[config.mk]
export PLATFORM = sky130hd
export DESIGN_NAME = bus_master_if
export DESIGN_NICKNAME = d
export VERILOG_FILES = /design/src/rtl/bus_if_pkg.sv /design/src/rtl/bus_timeout_cnt.sv /design/src/rtl/bus_master_if.sv
export SDC_FILE = /design/constraint.sdc
export NUM_CORES = 1
export LEC_CHECK = 0
export BUFFER_PORTS_ARGS = -buffer_cell sky130_fd_sc_hd__buf_4
export CAP_MARGIN = 5
export CORE_AREA = 4 4 116 118
export DETAILED_ROUTE_END_ITERATION = 7
export DIE_AREA = 0 0 120 122
export PLACE_DENSITY = 0.77
export SLEW_MARGIN = 20
export SYNTH_ARGS = -nofsm -noshare
export SYNTH_HDL_FRONTEND = slang
export SYNTH_SLANG_ARGS = --single-unit
[constraint.sdc]
create_clock -name clk -period 2.39 [get_ports clk]
set_input_delay 0.1195 -clock clk [delete_from_list [all_inputs] [get_ports clk]]
set_output_delay 0.1195 -clock clk [all_outputs]
set_load 0.1 [all_outputs]
[src/rtl/bus_if_pkg.sv]
// rtl/bus_if_pkg.sv - shared state encoding and constants for the CPU bus interface
package bus_if_pkg;

    typedef enum logic [1:0] {
        IDLE   = 2'd0,
        REQ    = 2'd1,
        ACCESS = 2'd2,
        STALL  = 2'd3
    } bus_if_state_e;

    localparam logic READ     = 1'b1;
    localparam logic WRITE    = 1'b0;
    localparam logic ENABLE_  = 1'b0;
    localparam logic DISABLE_ = 1'b1;

    localparam int DEF_ADDR_W      = 30;
    localparam int DEF_DATA_W      = 32;
    localparam int DEF_SLAVE_IDX_W = 3;

endpackage

[src/rtl/bus_timeout_cnt.sv]
// rtl/bus_timeout_cnt.sv - ACCESS-cycle counter flagging the last permitted wait cycle
module bus_timeout_cnt #(
    parameter int TIMEOUT = 255
) (
    input  logic clk,
    input  logic reset,
    input  logic i_clr,
    input  logic i_en,
    output logic o_expired
);

    localparam int CNT_W = $clog2(TIMEOUT);

    logic [CNT_W-1:0] r_cnt;

    always_ff @(posedge clk) begin
        if (reset || i_clr) begin
            r_cnt <= '0;
        end else if (i_en) begin
            r_cnt <= r_cnt + CNT_W'(1);
        end
    end

    // The counter reads N-1 in the N-th enabled cycle, so this fires in cycle TIMEOUT.
    assign o_expired = i_en && (r_cnt == CNT_W'(TIMEOUT - 1));

endmodule

[src/rtl/bus_master_if.sv]
// rtl/bus_master_if.sv - MEM-stage bus interface routing accesses to the SPM or the shared bus
module bus_master_if
    import bus_if_pkg::*;
#(
    parameter int ADDR_W      = DEF_ADDR_W,
    parameter int DATA_W      = DEF_DATA_W,
    parameter int SLAVE_IDX_W = DEF_SLAVE_IDX_W,
    parameter int SPM_INDEX   = 1,
    parameter int POSTED_WR   = 1,
    parameter int TIMEOUT     = 255,
    localparam int BE_W       = DATA_W / 8
) (
    input  logic              clk,
    input  logic              reset,
    input  logic              stall,
    input  logic              flush,
    output logic              busy,
    output logic              err,
    input  logic [ADDR_W-1:0] addr,
    input  logic              as_,
    input  logic              rw,
    input  logic [BE_W-1:0]   be,
    input  logic [DATA_W-1:0] wr_data,
    output logic [DATA_W-1:0] rd_data,
    input  logic [DATA_W-1:0] spm_rd_data,
    output logic [ADDR_W-1:0] spm_addr,
    output logic              spm_as_,
    output logic              spm_rw,
    output logic [BE_W-1:0]   spm_be,
    output logic [DATA_W-1:0] spm_wr_data,
    input  logic [DATA_W-1:0] bus_rd_data,
    input  logic              bus_rdy_,
    input  logic              bus_grnt_,
    output logic              bus_req_,
    output logic [ADDR_W-1:0] bus_addr,
    output logic              bus_as_,
    output logic              bus_rw,
    output logic [BE_W-1:0]   bus_be,
    output logic [DATA_W-1:0] bus_wr_data
);

    bus_if_state_e    r_state;
    bus_if_state_e    w_next;
    logic             r_posted;
    logic [DATA_W-1:0] r_rd_buf;
    logic             r_bus_req_;
    logic             r_bus_as_;
    logic             r_bus_rw;
    logic [ADDR_W-1:0] r_bus_addr;
    logic [BE_W-1:0]  r_bus_be;
    logic [DATA_W-1:0] r_bus_wr_data;

    logic [SLAVE_IDX_W-1:0] w_sidx;
    logic w_valid, w_spm_hit, w_ext, w_rdy, w_expired, w_timeout, w_done;

    assign w_sidx    = addr[ADDR_W-1 -: SLAVE_IDX_W];
    assign w_valid   = (as_ == ENABLE_) && !flush;
    assign w_spm_hit = w_valid && (w_sidx == SLAVE_IDX_W'(SPM_INDEX));
    assign w_ext     = w_valid && !w_spm_hit;
    assign w_rdy     = (r_state == ACCESS) && (bus_rdy_ == ENABLE_);
    assign w_timeout = w_expired && (bus_rdy_ == DISABLE_);
    assign w_done    = w_rdy || w_timeout;

    bus_timeout_cnt #(.TIMEOUT(TIMEOUT)) u_timeout_cnt (
        .clk       (clk),
        .reset     (reset),
        .i_clr     (r_state != ACCESS),
        .i_en      (r_state == ACCESS),
        .o_expired (w_expired)
    );

    assign spm_addr    = addr;
    assign spm_rw      = rw;
    assign spm_be      = be;
    assign spm_wr_data = wr_data;

    assign bus_req_    = r_bus_req_;
    assign bus_as_     = r_bus_as_;
    assign bus_rw      = r_bus_rw;
    assign bus_addr    = r_bus_addr;
    assign bus_be      = r_bus_be;
    assign bus_wr_data = r_bus_wr_data;

    always_comb begin
        w_next  = r_state;
        busy    = 1'b0;
        err     = 1'b0;
        rd_data = '0;
        spm_as_ = DISABLE_;
        unique case (r_state)
            IDLE: begin
                if (w_spm_hit) begin
                    spm_as_ = stall ? DISABLE_ : ENABLE_;
                    if (rw == READ) rd_data = spm_rd_data;
                end else if (w_ext) begin
                    w_next = REQ;
                    busy   = !((rw == WRITE) && (POSTED_WR != 0));
                end
            end
            REQ: begin
                busy = r_posted ? w_valid : 1'b1;
                if (bus_grnt_ == ENABLE_) w_next = ACCESS;
            end
            ACCESS: begin
                // A posted drain only holds the CPU if it is presenting a new access.
                busy = r_posted ? w_valid : !w_done;
                if (w_done) begin
                    err    = w_timeout;
                    w_next = (stall && !r_posted) ? STALL : IDLE;
                    if (w_rdy && (r_bus_rw == READ)) rd_data = bus_rd_data;
                end
            end
            STALL: begin
                if (rw == READ) rd_data = r_rd_buf;
                if (!stall) w_next = IDLE;
            end
            default: w_next = IDLE;
        endcase
    end

    always_ff @(posedge clk) begin
        if (reset) begin
            r_state       <= IDLE;
            r_posted      <= 1'b0;
            r_rd_buf      <= '0;
            r_bus_req_    <= DISABLE_;
            r_bus_as_     <= DISABLE_;
            r_bus_rw      <= READ;
            r_bus_addr    <= '0;
            r_bus_be      <= '0;
            r_bus_wr_data <= '0;
        end else begin
            r_state   <= w_next;
            r_bus_as_ <= ((r_state == REQ) && (bus_grnt_ == ENABLE_)) ? ENABLE_ : DISABLE_;
            if ((r_state == IDLE) && w_ext) begin
                r_bus_req_    <= ENABLE_;
                r_bus_addr    <= addr;
                r_bus_rw      <= rw;
                r_bus_be      <= be;
                r_bus_wr_data <= wr_data;
                r_posted      <= (rw == WRITE) && (POSTED_WR != 0);
            end
            if (w_done) begin
                r_bus_req_    <= DISABLE_;
                r_bus_addr    <= '0;
                r_bus_rw      <= READ;
                r_bus_be      <= '0;
                r_bus_wr_data <= '0;
                r_posted      <= 1'b0;
                if (w_timeout) begin
                    r_rd_buf <= '0;
                end else if (r_bus_rw == READ) begin
                    r_rd_buf <= bus_rd_data;
                end
            end
        end
    end

endmodule

==> out/qor.yml, run 1 <==
layout_common_cells: "318 x buf_4, 197 x nand2_1, 112 x dfxtp_1"
grt_first_pass_wirelength_mm: 23.8
critPathRequiredTime_ns: 2.27
whs_ns: 0.0292
hp-class: "input port to flop"
fillers: 1129
firstDrtPassIters: 8
end_kind: "output pin"
clk_latency_ns: 0.34
overflow: 0
die_area_um2: 14600
dpl_worst_slack_ns: 0.491
worst_pin_slew_ns: 0.551
clk_pin_slew_ns: 0.07
ys_seq_area_share_pct: 44.0
setup_ws_ns: 0.177
gp_congestion: 0.774
first_global_vias: 4810
status: "complete, but fails checks"
worstReg2RegEnd: "bus_wr_data[6]$_SDFFE_PP0P_"
tritoncts: "yes"
rsz0062_at_grt: "false"
grtUsageTotal_pct: 20.0
synth_nets: 790
worstSetupPathType: "flop to output pin"
area_growth_pct: 45.3
slowest_delay_ns: 0.32
drv_slew: 0
power.leakage_uw: 0.00351
clockBufferDepth: 2
cts_setup_buffers: 0
critPathLaunchType: "flop"
io_pins: 309
hpwl_mm: 11.7
start_util_pct: 40.9
num_antenna_cells: 0
cp_max_fo: 32
clockRootBuffer: "clkbuf_16"
final_cell_area_um2: 7400
clock.fmax_mhz: 452
finalSetupTns_ns: 0
yosysWarnings: 0
die_x_um: 120
layout-drive-gt1-share_pct: 39.4
r2r_slack_ns: 0.46
portBuffers: 308
wl_per_cell_um: 14.8
yosysUniqueCellTypes: 37
antenna_found_initial: 0
ys_ff_latch: 112
fin_crit_sh_pct: 92.6
final_core_util_pct: 59.4
detail_route.iter0.violations: 436
die_h_um: 122
cts-buffers-inserted: 9
power_density_nw_per_um2: 764
relSlewSlack_pct: 63.2
violations: "DRC"
vias_per_cell: 4.85
critPathMostFrequentCell: "buf_4"
cp_cell_sequence: "buf_4, nor4_2, and3_1, buf_12, a222oi_1, inv_1, buf_4"
vdd.ir_drop.worst_uv: 472
via_count: 5098
cp_data_arrival_time_ns: 2.09
worstRegToRegCells: 6
drv_cap: 0
postRouteAntennaNets: 0
finalHoldViolations: 0
hold_end: "bus_addr[9]$_SDFFE_PP0P_"
hold_buffers: 1
nNetsFinal: 1014
grt_start_max_net_pins: 69
min-delay-start: "addr[9]"
drc: 4
syn_area_um2: 5090
final_common_cell: "buf_4"
cts.sinks: 112
setup_violations: 0
cp_slowest_cell: "dfxtp_1"
dpl-instance-area_um2: 7060
htree_levels: 3
whs_path_depth: 3
fin_crit_ns: 2.21
r2r_start: "r_state[1]$_SDFFE_PP0P_"
fin_skew_ns: 0.00789
synthCells: 650
synth_area_per_cell_um2: 7.84
rows: 41
core_um2: 12500
routed_wl_mm: 15.6
ctsResizeCount: 0
## worst max-delay path: cells and delay by family, from the launching register on
kind                   cells  cell delay (ns)
buffers and inverters      4             0.71
and+or+nand+nor            2             0.56
DFF                        1             0.32
AOI/OAI and AO/OA          1             0.15
## through the flow
stage | std cells | power (uW)
after global routing | 1051 | 5840
final | 1051 | 5650
after CTS | 1051 | 5710
after floorplan | 650 | 3560
after global placement | 1034 | 4010
after detailed placement | 1034 | 4010
## sequential cells by signal, indices dropped and copies added, names as in the netlist
signal and count:
bus_wr_data 32, bus_addr 30, bus_be 4, u_timeout_cnt.r_cnt 8, bus_as_ 1, bus_rw 1
r_posted 1, r_rd_buf 32, bus_req_ 1, r_state 2
## cell families after synthesis
| kind of cell | share of synthesized area [%] |
|---|---|
| adder cells (fa/ha/maj) | 0.491 |
| AO/OA/AOI/OAI | 18.1 |
| XOR/XNOR | 1.03 |
| buffers and inverters | 17.2 |
| flip-flops | 44.0 |
| AND/OR/NAND/NOR | 19.2 |
## worst max path at each step
stage,to,cells past startpoint,slack (ns),from
finish,rd_data[3],7,0.18,r_state[1]$_SDFFE_PP0P_
global route,rd_data[0],7,0.03,r_state[1]$_SDFFE_PP0P_
CTS,rd_data[3],7,0.15,r_state[1]$_SDFFE_PP0P_
detailed placement,bus_wr_data[25]$_SDFFE_PP0P_,6,0.49,r_state[1]$_SDFFE_PP0P_
global placement,bus_addr[12]$_SDFFE_PP0P_,6,0.53,r_state[1]$_SDFFE_PP0P_
floorplan,rd_data[15],5,0.03,bus_rw$_SDFFE_PP1P_
## layout make-up
type	instances	area, um^2	share of cell area, %
Multi-Input combinational cell	392	2000	27.0
Tap cell	172	215	2.91
Sequential cell	112	2240	30.3
Timing Repair Buffer	323	2480	33.5
Clock inverter	6	108	1.45
Clock buffer	10	229	3.09
Inverter	36	135	1.83
## cells in the mapped netlist (all sizes together)
master / instances / share of area, %
or3b: 1 / 0.17
and4: 1 / 0.17
a31oi: 1 / 0.25
and3b: 1 / 0.17
nor4: 1 / 0.25
o211a: 1 / 0.20
a222oi: 32 / 6.3
xor2: 5 / 0.86
or4: 1 / 0.22
nand2b: 2 / 0.25
clkbuf: 20 / 1.5
nand4: 2 / 0.25
o21bai: 1 / 0.15
nor3b: 1 / 0.15
a22oi: 1 / 0.15
or3: 3 / 0.37
inv: 36 / 2.7
dfxtp: 112 / 44
o21ai: 5 / 0.49
a21o: 3 / 0.44
o22ai: 1 / 0.12
xnor2: 1 / 0.17
buf: 90 / 13
nand2: 198 / 15
a32oi: 1 / 0.17
ha: 2 / 0.49
a211oi: 1 / 0.15
and3: 4 / 0.49
nor2: 16 / 1.3
nor2b: 1 / 0.12
nand3b: 1 / 0.15
a21oi: 99 / 9.7
nand3: 5 / 0.49
## per-layer routing
layer	global-route usage (%)	part of all wire [%]
met1	22.5	38
met3	6.27	9.7
met2	35.7	51
met5	0	0
met4	6.94	1.7
## where the power goes
| part | total, uW | internal, uW | switching [uW] |
|---|---|---|---|
| clock network | 1690 | 1020 | 665 |
| registers | 2020 | 1970 | 53.2 |
| logic | 1950 | 447 | 1500 |
No activity file was read; power rests on OpenSTA's default activity.
==> inputs of run 2 (changes only) <==
- ABC_AREA: default -> 1
- CORE_AREA: 4 4 116 118 -> 4 4 118 120
- DIE_AREA: 0 0 120 122 -> 0 0 122 124
- PLACE_DENSITY: 0.77 -> 0.76
==> run 2 against run 1 <==
Effect of this change:
- the flow now finishes without violations
- setup slack improved by 0.059 ns
- combinational power increased by 46%
- register-to-register slack improved by 0.14 ns
- power increased by 16%
- first-iteration DRC count decreased by 25%
- synthesized area increased by 3.6%
- cell area increased by 3.3%
- die area increased by 3.3%
- sequential power increased by 4%
- largest cell class unchanged
==> out/qor.yml, run 2 <==
status: "finished clean"  # was complete, but fails checks
drv_slew: 0  # unchanged
switching_share_pct: 45.3  # was 39.2%
synth.top_cells.by_count: "230 x nand2_1, 112 x dfxtp_1, 68 x buf_4"  # was 198 x nand2_1, 112 x dfxtp_1, 99 x a21oi_1
gp_congestion: 0.810  # was 0.774
antenna_found_initial: 0  # unchanged
p_int_uw: 3600  # was 3440 uW
fin_crit_sh_pct: 90.1  # was 92.6%
postRouteAntennaNets: 0  # unchanged
detail_route.iter0.violations: 326  # was 436
grt_first_pass_wirelength_mm: 25.4  # was 23.8 mm
synthCells: 687  # was 650
critPathRequiredTime_ns: 2.27  # about the same
fin_crit_ns: 2.15  # was 2.21 ns
start_util_pct: 40.6  # was 40.9%
critPathLaunchType: "flop"  # unchanged
drc: 0  # was 4
fillers: 1189  # was 1129
io_pins: 309  # unchanged
clockRootBuffer: "clkbuf_16"  # unchanged
ys_seq_area_share_pct: 42.5  # was 44.0%
yosysWarnings: 0  # unchanged
num_antenna_cells: 0  # unchanged
cts.sinks: 112  # unchanged
cp_slowest_cell: "dfxtp_1"  # unchanged
grt_start_max_net_pins: 67  # was 69
yosysUniqueCellTypes: 28  # was 37
ys_ff_latch: 112  # unchanged
via_count: 5267  # was 5098
nNetsFinal: 1052  # was 1014
synth_top_area_cell: "dfxtp_1"  # unchanged
htree_levels: 3  # unchanged
rows: 42  # was 41
dpl-instance-area_um2: 7310  # was 7060 um^2
rsz0062_at_grt: "false"  # unchanged
tritoncts: "yes"  # unchanged
cp_cell_sequence: "nor2_2, nand2_1, nor2_4, buf_4, a22oi_1, o21ai_2, buf_4"  # was buf_4, nor4_2, and3_1, buf_12, a222oi_1, inv_1, buf_4
cp_max_fo: 34  # was 32
hp-class: "input port to flop"  # unchanged
dp.cells: 1075  # was 1034
synth_most_common_cell: "nand2_1"  # unchanged
hold_buffers: 2  # was 1
instances_no_fill: 1093  # was 1051
routed_wl_mm: 16.8  # was 15.6 mm
cts_setup_buffers: 0  # unchanged
end_kind: "output pin"  # unchanged
area_growth_pct: 45.0  # was 45.3%
power.leakage_uw: 0.00331  # was 0.00351 uW
firstDrtPassIters: 4  # was 8
ys.flop_type: "dfxtp_1"  # unchanged
slowest_delay_ns: 0.36  # was 0.32 ns
ctsResizeCount: 0  # unchanged
fin_skew_ns: 0.00656  # was 0.00789 ns
clk_pin_slew_ns: 0.07  # about the same
portBuffers: 308  # unchanged
worst_pin_slew_ns: 0.690  # was 0.551 ns
clk_latency_ns: 0.35  # was 0.34 ns
power_frac_seq_pct: 32.1  # was 35.7%
synth_area_leaders: "dfxtp_1 42%, nand2_1 16%, buf_4 9.7%"  # was dfxtp_1 44%, nand2_1 15%, buf_4 10%
final_cell_area_um2: 7650  # was 7400 um^2
syn_area_um2: 5280  # was 5090 um^2
wl_per_cell_um: 15.4  # was 14.8 um
relSlewSlack_pct: 54.0  # was 63.2%
synth_area_per_cell_um2: 7.68  # was 7.84 um^2
vdd.ir_drop.worst_uv: 536  # was 472 uV
setup_violations: 0  # unchanged
die_h_um: 124  # was 122 um
clockBufferDepth: 2  # unchanged
layout_common_cells: "317 x buf_4, 230 x nand2_1, 112 x dfxtp_1"  # was 318 x buf_4, 197 x nand2_1, 112 x dfxtp_1
netlist.area_leader.share_pct: 42.5  # was 44.0%
die_x_um: 122  # was 120 um
whs_ns: 0.0294  # was 0.0292 ns
grtUsageTotal_pct: 21.1  # was 20.0%
drv_cap: 0  # unchanged
finalHoldViolations: 0  # unchanged
power_density_nw_per_um2: 860  # was 764 nW/um^2
final_common_cell: "buf_4"  # unchanged
overflow: 0  # unchanged
vias_per_cell: 4.82  # was 4.85
hpwl_mm: 12.6  # was 11.7 mm
layout-drive-gt1-share_pct: 45.7  # was 39.4%
worstSetupPathType: "flop to output pin"  # unchanged
async_flop_share_pct: 0  # unchanged
clockPowerShare_pct: 24.7  # was 29.8%
clock.fmax_mhz: 464  # was 452 MHz
cp_data_arrival_time_ns: 2.03  # was 2.09 ns
first_global_vias: 5127  # was 4810
finalSetupTns_ns: 0  # unchanged
synth-edff-count: 0  # unchanged
cts-buffers-inserted: 9  # unchanged
die_area_um2: 15100  # was 14600 um^2
p_comb_share_pct: 43.2  # was 34.4%
critPathMostFrequentCell: "buf_4"  # unchanged
synth_nets: 827  # was 790
p_sw_uw: 2980  # was 2220 uW
core_um2: 13000  # was 12500 um^2
-- run 2: changes by cell type after synthesis, sizes merged, moves of 10 or more --
cell,before,now
nand2,198,233
clkbuf,20,10
a222oi,32,0
inv,36,23
o21ai,5,34
nor2,16,27
a22oi,1,32
-- run 2: metal layers --
metal	GRT usage, %	share of wire, %	up-vias
met2	35.8	49	238
met5	0	0	-
met4	8.05	2.0	0
met1	24.3	38	2377
met3	8.04	11	24
li1	-	-	2628
-- run 2: final timing paths --
kind	from	to	slack [ns]	cells past startpoint
worst max-delay path	r_state[1]$_SDFFE_PP0P_	rd_data[23]	0.24	7
worst min-delay path	addr[8]	bus_addr[8]$_SDFFE_PP0P_	0.03	3
worst max register to register	u_timeout_cnt.r_cnt[0]$_SDFFE_PP0N_	bus_addr[12]$_SDFFE_PP0P_	0.60	10
worst min register to register	u_timeout_cnt.r_cnt[0]$_SDFFE_PP0N_	u_timeout_cnt.r_cnt[0]$_SDFFE_PP0N_	0.45	1
-- run 2: critical path, delay by kind of cell (launching register included) --
family / cells / cell delay, ns
buf+inv: 2 / 0.65
flops: 1 / 0.36
simple gates: 3 / 0.36
compound gates: 2 / 0.31
-- run 2: cell type report --
class | instances | area (um^2) | share of cell area [%]
multi-input combinational | 445 | 2340 | 30.6
clock inverter | 5 | 80.1 | 1.05
clock buffer | 11 | 243 | 3.17
sequential | 112 | 2240 | 29.3
inverter | 23 | 86.3 | 1.13
timing repair buffer | 321 | 2440 | 31.9
tap | 176 | 220 | 2.88
-- run 2: per-stage QoR --
stage	setup WS [ns]	util, %	total power (uW)
6_report	0.236	58.9	6580
5_1_grt	0.0623	58.9	6870
4_1_cts	0.214	58.9	6650
3_5_place_dp	0.602	56.3	5010
3_3_place_gp	0.611	56.3	4990
2_1_floorplan	-0.259	-	4410
-- run 2: cells by family (layout without fill, tap and decap cells) --
| family | count (synthesis) | count (layout) | synth area share (%) |
|---|---|---|---|
| and+or+nand+nor | 271 | 271 | 20.6 |
| adders and majority gates | 2 | 2 | 0.474 |
| AOI/OAI and AO/OA | 169 | 169 | 20.5 |
| DFF | 112 | 112 | 42.5 |
| xor gates and xnor gates | 3 | 3 | 0.498 |
| buffers and inverters | 130 | 360 | 15.4 |
-- run 2: power by group through the flow --
stage               combinational, uW  clock (uW)  sequential (uW)
floorplan                        1540           0             2870
global placement                 2850           0             2150
detailed placement               2860           0             2150
CTS                              2860        1670             2110
global route                     2980        1760             2130
finish                           2850        1620             2110
==> inputs of run 3 (changes only) <==
- clock period: 2.39 -> 2.25 ns (I/O delays scaled with it)
==> run 3 against run 2 <==
Effect of this change:
- cell count fell by 0.46%
- clock skew hardly changed
- register-to-register slack got worse by 0.14 ns
- global-route usage is 0.60 points lower
- hold slack got worse by 0.0079 ns
- sequential share of layout area hardly changed
- clock-buffer cell count grew 1
- largest power group unchanged
==> out/qor.yml, run 3 (synthesized netlist as in run 2, its figures left out) <==
status: "finished clean"  # unchanged
fin_total_pwr_uw: 7080  # was 6580 uW
vdd.ir_drop.worst_uv: 770  # was 536 uV
fin_skew_ns: 0.00649  # was 0.00656 ns
area_growth_pct: 44.8  # was 45.0%
setup_violations: 0  # unchanged
whs_ns: 0.0215  # was 0.0294 ns
finalHoldViolations: 0  # unchanged
layout-drive-gt1-share_pct: 45.4  # was 45.7%
clk_pin_slew_ns: 0.07  # about the same
io_pins: 309  # unchanged
slowest_delay_ns: 0.36  # about the same
vias_per_cell: 4.79  # was 4.82
whs_path_depth: 3  # unchanged
start_util_pct: 40.6  # unchanged
clock.fmax_mhz: 477
nNetsFinal: 1048  # was 1052
final_core_util_pct: 58.9  # about the same
core_um2: 13000  # unchanged
grt.busiest_layer: "met2"  # unchanged
hold_end: "bus_addr[16]$_SDFFE_PP0P_"  # was bus_addr[8]$_SDFFE_PP0P_
hpwl_mm: 12.1  # was 12.6 mm
r2r_start: "r_state[1]$_SDFFE_PP0P_"  # was u_timeout_cnt.r_cnt[0]$_SDFFE_PP0N_
gp_congestion: 0.772  # was 0.810
htree_levels: 3  # unchanged
overflow: 0  # unchanged
relSlewSlack_pct: 55.7  # was 54.0%
grt_start_max_net_pins: 69  # was 67
grt_first_pass_wirelength_mm: 24.6  # was 25.4 mm
hp-class: "input port to flop"  # unchanged
end_kind: "output pin"  # unchanged
critPathMostFrequentCell: "nand2_1"  # was buf_4
globalRouteMet3Util_pct: 8.99  # was 8.04%
die_area_um2: 15100  # unchanged
fin_crit_sh_pct: 93.2
met2_usage_pct: 35.4  # was 35.8%
use_met1_pct: 23.3  # was 24.3%
fin_crit_ns: 2.10
cts-buffers-inserted: 9  # unchanged
fillers: 1167  # was 1189
drv_cap: 0  # unchanged
drc: 0  # unchanged
die_h_um: 124  # unchanged
cts.sinks: 112  # unchanged
clockRootBuffer: "clkbuf_16"  # unchanged
num_antenna_cells: 0  # unchanged
r2r_slack_ns: 0.46  # was 0.60 ns
detail_route.iter0.violations: 400  # was 326
antenna_found_initial: 0  # unchanged
worstReg2RegEnd: "bus_wr_data[15]$_SDFFE_PP0P_"  # was bus_addr[12]$_SDFFE_PP0P_
routed_wl_mm: 16.5  # was 16.8 mm
die_x_um: 122  # unchanged
final_common_cell: "buf_4"  # unchanged
tritoncts: "yes"  # unchanged
worstRegToRegCells: 7  # was 10
clockBufferDepth: 2  # unchanged
postRouteAntennaNets: 0  # unchanged
rows: 42  # unchanged
layout_common_cells: "312 x buf_4, 230 x nand2_1, 112 x dfxtp_1"  # was 317 x buf_4, 230 x nand2_1, 112 x dfxtp_1
worst_pin_slew_ns: 0.665  # was 0.690 ns
cp_max_fo: 35  # was 34
clk_latency_ns: 0.35  # about the same
firstDrtPassIters: 4  # unchanged
worstSetupPathType: "flop to output pin"  # unchanged
grtUsageTotal_pct: 20.5  # was 21.1%
critPathRequiredTime_ns: 2.14  # was 2.27 ns
cp_data_arrival_time_ns: 1.99  # was 2.03 ns
power.leakage_uw: 0.00331  # about the same
via_count: 5210  # was 5267
drv_slew: 0  # unchanged
critPathLaunchType: "flop"  # unchanged
cts_setup_buffers: 0  # unchanged
cp_cell_sequence: "nor2_2, inv_2, nor2_4, buf_6, nand2_1, nand2_1, buf_4"  # was nor2_2, nand2_1, nor2_4, buf_4, a22oi_1, o21ai_2, buf_4
first_global_vias: 4898  # was 5127
power_density_nw_per_um2: 926  # was 860 nW/um^2
cp_slowest_cell: "dfxtp_1"  # unchanged
min-delay-start: "addr[16]"  # was addr[8]
rsz0062_at_grt: "false"  # unchanged
wl_per_cell_um: 15.2  # was 15.4 um
portBuffers: 308  # unchanged
run 3: report_power, final:
group | leakage [uW] | total (uW) | internal (uW) | switching [uW]
Clock | 0.000163 | 1820 | 1110 | 703
Combinational | 0.00224 | 3020 | 663 | 2350
Sequential | 0.000909 | 2240 | 2150 | 94.4
Total | 0.00331 | 7080 | 3930 | 3150
run 3: worst max-delay path by stage:
stage | start | end | slack (ns) | cells past startpoint
after floorplan | bus_rw$_SDFFE_PP1P_ | rd_data[10] | -0.39 | 5
after global placement | addr[29] | bus_wr_data[12]$_SDFFE_PP0P_ | 0.38 | 8
after detailed placement | as_ | bus_wr_data[13]$_SDFFE_PP0P_ | 0.36 | 8
after CTS | r_state[1]$_SDFFE_PP0P_ | rd_data[9] | 0.08 | 8
after global routing | r_state[1]$_SDFFE_PP0P_ | busy | 0.002 | 7
final | r_state[1]$_SDFFE_PP0P_ | busy | 0.15 | 7
run 3: final cells by class:
class / instances / area, um^2 / area share [%]
Clock inverter: 3 / 90.1 / 1.18
Sequential cell: 112 / 2240 / 29.3
Multi-Input combinational cell: 445 / 2340 / 30.6
Clock buffer: 12 / 246 / 3.23
Timing Repair Buffer: 317 / 2410 / 31.6
Inverter: 23 / 88.8 / 1.16
Tap cell: 176 / 220 / 2.88
run 3: metal layers:
layer	vias to the layer above	part of all wire [%]
li1	2609	-
met1	2355	38
met2	233	49
met3	13	11
met4	0	1.1
met5	-	0
run 3: timing repair:
action / 4_1_cts / 5_1_grt
endpoints found under the setup margin: 1 / 3
gates resized for setup: 1 / 1
hold buffers: 1 / 0
hold endpoints to repair: 1 / 0
run 3: worst max-delay path, delay by kind of cell, from the launching register on:
family	cells	cell delay, ns
buf+inv	3	0.66
simple gates	4	0.62
flops	1	0.36
run 3: through the flow:
| stage | setup TNS (ns) | cell area, um^2 | std cells | worst slack (ns) |
|---|---|---|---|---|
| 4_1_cts | 0 | 7640 | 1088 | 0.0849 |
| 3_3_place_gp | 0 | 7280 | 1072 | 0.380 |
| 2_1_floorplan | -0.392 | 5390 | 687 | -0.392 |
| 6_report | 0 | 7640 | 1088 | 0.152 |
| 3_5_place_dp | 0 | 7290 | 1072 | 0.360 |
| 5_1_grt | 0 | 7640 | 1088 | 0.00206 |
